==> src/rtl/gift64_round_ctrl.sv <==
// gift64_round_ctrl: iterative round sequencer for the GIFT-64 datapath.
// Issues load strobes, walks round index/constant forward or backward, then holds a completion handshake.
module gift64_round_ctrl #(
    parameter int unsigned ROUNDS  = 28,
    parameter logic [5:0]  RC_INIT = 6'h01,
    parameter logic [5:0]  RC_LAST = 6'h0B,
    parameter int unsigned CNT_W   = 16
) (
    input  logic             clk,
    input  logic             rst,
    input  logic             in_valid,
    input  logic             in_dec,
    output logic             in_ready,
    input  logic             abort,
    output logic             ld_state,
    output logic             ld_key,
    output logic             rnd_en,
    output logic             dec,
    output logic [5:0]       round_idx,
    output logic [5:0]       round_const,
    output logic             out_valid,
    input  logic             out_ready,
    output logic             busy,
    output logic [CNT_W-1:0] blk_cnt
);
    typedef enum logic [1:0] {IDLE, LOAD, ROUND, DONE} state_t;

    localparam logic [5:0]       IDX_LAST = 6'(ROUNDS - 1);
    localparam logic [CNT_W-1:0] CNT_ONE  = CNT_W'(1);

    state_t           state_q, state_d;
    logic             ld_q, ld_d, rnd_en_q, rnd_en_d, dec_q, dec_d;
    logic             out_valid_q, out_valid_d, busy_q, busy_d;
    logic [5:0]       idx_q, idx_d, rc_q, rc_d;
    logic [CNT_W-1:0] cnt_q, cnt_d;
    logic             last;

    assign in_ready    = (state_q == IDLE) & ~rst;
    assign last        = dec_q ? (idx_q == 6'd0) : (idx_q == IDX_LAST);
    assign ld_state    = ld_q;
    assign ld_key      = ld_q;
    assign rnd_en      = rnd_en_q;
    assign dec         = dec_q;
    assign round_idx   = idx_q;
    assign round_const = rc_q;
    assign out_valid   = out_valid_q;
    assign busy        = busy_q;
    assign blk_cnt     = cnt_q;

    // Round 0 values are preset at accept so they are already visible during LOAD.
    always_comb begin
        state_d     = state_q;
        ld_d        = 1'b0;
        rnd_en_d    = 1'b0;
        dec_d       = dec_q;
        out_valid_d = 1'b0;
        busy_d      = 1'b0;
        idx_d       = idx_q;
        rc_d        = rc_q;
        cnt_d       = cnt_q;
        case (state_q)
            IDLE: begin
                if (in_valid) begin
                    state_d = LOAD;
                    ld_d    = 1'b1;
                    busy_d  = 1'b1;
                    dec_d   = in_dec;
                    idx_d   = in_dec ? IDX_LAST : 6'd0;
                    rc_d    = in_dec ? RC_LAST : RC_INIT;
                end
            end
            LOAD: begin
                state_d  = abort ? IDLE : ROUND;
                rnd_en_d = ~abort;
                busy_d   = ~abort;
            end
            ROUND: begin
                if (abort) begin
                    state_d = IDLE;
                end else if (last) begin
                    state_d     = DONE;
                    out_valid_d = 1'b1;
                end else begin
                    rnd_en_d = 1'b1;
                    busy_d   = 1'b1;
                    idx_d    = dec_q ? idx_q - 6'd1 : idx_q + 6'd1;
                    rc_d     = dec_q ? {rc_q[0] ^ rc_q[5] ^ 1'b1, rc_q[5:1]}
                                     : {rc_q[4:0], rc_q[5] ^ rc_q[4] ^ 1'b1};
                end
            end
            DONE: begin
                if (out_ready) begin
                    state_d = IDLE;
                    cnt_d   = cnt_q + CNT_ONE;
                end else begin
                    out_valid_d = 1'b1;
                end
            end
            default: state_d = IDLE;
        endcase
    end

    always_ff @(posedge clk) begin
        if (rst) begin
            state_q     <= IDLE;
            ld_q        <= 1'b0;
            rnd_en_q    <= 1'b0;
            dec_q       <= 1'b0;
            out_valid_q <= 1'b0;
            busy_q      <= 1'b0;
            idx_q       <= 6'd0;
            rc_q        <= 6'd0;
            cnt_q       <= '0;
        end else begin
            state_q     <= state_d;
            ld_q        <= ld_d;
            rnd_en_q    <= rnd_en_d;
            dec_q       <= dec_d;
            out_valid_q <= out_valid_d;
            busy_q      <= busy_d;
            idx_q       <= idx_d;
            rc_q        <= rc_d;
            cnt_q       <= cnt_d;
        end
    end
endmodule
==> config.mk <==
export PLATFORM = sky130hd
export DESIGN_NAME = gift64_round_ctrl
export DESIGN_NICKNAME = d
export VERILOG_FILES = /design/src/rtl/gift64_round_ctrl.sv
export SDC_FILE = /design/constraint.sdc
export NUM_CORES = 1
export LEC_CHECK = 0
export BUFFER_PORTS_ARGS = -buffer_cell sky130_fd_sc_hd__buf_2
export CORE_MARGIN = 1
export CORE_UTILIZATION = 45
export DETAILED_ROUTE_END_ITERATION = 12
export PLACE_DENSITY = 0.74
export REMOVE_ABC_BUFFERS = 1
export SYNTH_ARGS = -nofsm -noshare
export SYNTH_HDL_FRONTEND = slang
export SYNTH_SLANG_ARGS = --single-unit
==> constraint.sdc <==
create_clock -name clk -period 3.1 [get_ports clk]
set_input_delay 0.155 -clock clk [delete_from_list [all_inputs] [get_ports clk]]
set_output_delay 0.155 -clock clk [all_outputs]
set_load 0.005 [all_outputs]
==> results.cfg <==
[run_status]
status = finished clean

[drt]
dr.first_iter.drc_count = 102
drtPass1Iterations = 4
wl_per_cell_um = 12.4
routed_wl_um = 3750
via_per_inst = 5.24
routed-via-count = 1582
antenna_left = 0
post-route-drc-count = 0

[floorplanning]
rows = 23
dieArea_mm2 = 0.00442
core_area_mm2 = 0.00400
dieWidth_um = 66.5
start_util_pct = 46.7
die_h_um = 66.5
io_pins = 41

[place]
dp_hpwl_um = 2780
gp_congestion = 0.801
portBuffers = 40
place_area_mm2 = 0.00210
dp_slack_ns = 0.583

[synthesis]
synth-seq-area-share_pct = 37.5
synth.distinct_cells = 44
syn_inst = 212
synthFlopType = dfxtp_1
synth_area_per_cell_um2 = 8.82
ys_ff_latch = 35
async_flop_share_pct = 0
syn_area_mm2 = 0.00187
yosysWarnings = 0
synth_edf_count = 0

[global_route]
grt_first_pass_wirelength_um = 6290
grtUsageMet2_pct = 29.6
grt_max_degree = 23
overflow = 0
gr-usage-all-layers_pct = 18.6
met1_usage_pct = 23.5
grt_busiest_layer = met2
grt_pass1_vias = 1433
grtUsageMet3_pct = 5.65
antenna_found_initial = 0

[timing]
timing.final.crit_period_ns = 2.54
slew_headroom_pct = 35.0
setup_viol = 0
slew_violations = 0
worst_pin_slew_ns = 0.975
grt_setup_unrepaired = no
setup_ws_ns = 0.561
clock_skew_ns = 0.00527
holdWs_ns = 0.160
hold_viol = 0
fmaxAchievable_ghz = 0.394
final.setup.tns_ns = 0
period_share_pct = 81.9

[clock_tree]
root_buffer = clkbuf_8
cts.path.max_buffers = 2
cts_sinks = 35
cts_hold_buf = 0
cts_made_buffers = 5
cts-resized-gates = 0
cts_tree = done
htreeDepth = 2
insertion_delay_ns = 0.28
clk_pin_slew_ns = 0.07
cts_setup_buffers = 0

[layout]
fin_util_pct = 54.6
final_nets = 267
final_cell_area_mm2 = 0.00218
seqCellArea_um2 = 701
most-common-layout-cells = buf_2, dfxtp_1, nor2_1
multi_input_area_mm2 = 0.00108
layout_commonest_cell = buf_2
drive_above_1_share_pct = 22.6
nFillCells = 384
diodes = 0
synthToLayoutAreaGrowth_pct = 16.7

[worst_hold_path]
holdCritPathClass = input port to flop
hold_depth = 3
hold_path.startpoint = in_dec
worstHoldEndpoint = dec

[setup_path]
crit_path_start_kind = flop
r2r_cells = 5
worst-endpoint-arrival_ns = 2.71
crit_fanout = 18
cp_data_required_time_ns = 3.27
rrSetupSlack_ns = 0.56
reg2reg_from = dec
rr_endpoint = round_idx[5]
crit_path_end_kind = flop
criticalPathCategory = flop to flop

[pwr]
peakVddDrop_v = 0.000229
p_comb_share_pct = 14.5
swShare_pct = 26.3
power_leakage_uw = 0.000950
power.internal_uw = 686
pwr-share-clk_pct = 33.5
p_seq_share_pct = 52.0
netSwitchingPower_uw = 245
power_density_mw_per_mm2 = 427

[run]
maxCapViolCount = 0
-- critical path, cell delays in order (launching register included) --
cell	delay [ns]
dfxtp_1	0.75
nand4b_1	0.23
o221ai_1	0.11
a21oi_1	0.79
nor2_1	0.20
a211o_1	0.34
-- cells in the mapped netlist (3+ instances only) --
| master | count | area share, % |
|---|---|---|
| and3_1 | 3 | 1.0 |
| a311oi_1 | 3 | 1.4 |
| xor2_1 | 7 | 3.3 |
| nor2b_1 | 4 | 1.3 |
| nor3_1 | 7 | 1.9 |
| o2bb2ai_1 | 3 | 1.4 |
| mux2i_1 | 10 | 5.4 |
| a21oi_1 | 10 | 2.7 |
| nor3b_1 | 4 | 1.6 |
| nand2_1 | 10 | 2.0 |
| clkbuf_1 | 7 | 1.4 |
| o21ai_0 | 7 | 1.9 |
| inv_1 | 12 | 2.4 |
| nand4_1 | 4 | 1.3 |
| or3_1 | 4 | 1.3 |
| ha_1 | 9 | 6.0 |
| nand3_1 | 6 | 1.6 |
| nor2_1 | 29 | 5.8 |
| dfxtp_1 | 35 | 37 |
| xnor2_1 | 8 | 3.7 |
-- worst max-delay path by stage --
stage | startpoint | endpoint
global route | dec | round_idx[5]
floorplan | dec | round_idx[5]
CTS | dec | round_idx[5]
detailed placement | dec | round_idx[5]
finish | dec | round_idx[5]
global placement | dec | round_idx[5]
-- kinds of logic (layout without fill, tap and decap cells) --
logic type	after synthesis	count (layout)	synth area share, %
AND/OR/NAND/NOR	81	81	22.4
AO/OA/AOI/OAI	38	38	15.1
flip-flops	35	35	37.5
buffers and inverters	22	62	4.89
XOR/XNOR	15	15	7.03
multiplexers	11	11	5.96
adder cells (fa/ha/maj)	10	10	7.10
-- routing by layer --
layer / up-vias / part of all wire, %
li1: 824 / -
met2: 41 / 45
met1: 710 / 49
met5: - / 0
met4: 0 / 1.5
met3: 7 / 4.1
-- registers in the layout (all words and copies together) (netlist names) --
name	cells
round_const	6
state_q	2
rnd_en	1
dec	1
out_valid	1
blk_cnt	16
ld_key	1
round_idx	6
busy	1
-- power by group through the flow --
stage               Combinational (uW)  Sequential, uW  Clock (uW)
floorplan                         91.8             491           0
finish                             135             484         312
detailed placement                 135             495           0
CTS                                136             484         323
global route                       152             486         343
global placement                   133             494           0
-- per-stage QoR --
stage	std cells	power, uW
2_1_floorplan	202	583
3_3_place_gp	294	627
3_5_place_dp	294	630
4_1_cts	302	943
5_1_grt	302	981
6_report	302	931
-- layout make-up --
class | instances | area share [%]
clock inverters | 1 | 0.229
multi-input cells | 155 | 49.4
clock buffers | 7 | 3.50
flip-flops and latches | 35 | 32.1
well taps | 50 | 2.87
repair buffers | 42 | 9.86
inverters | 12 | 2.06
(Power assumes the default switching activity.)
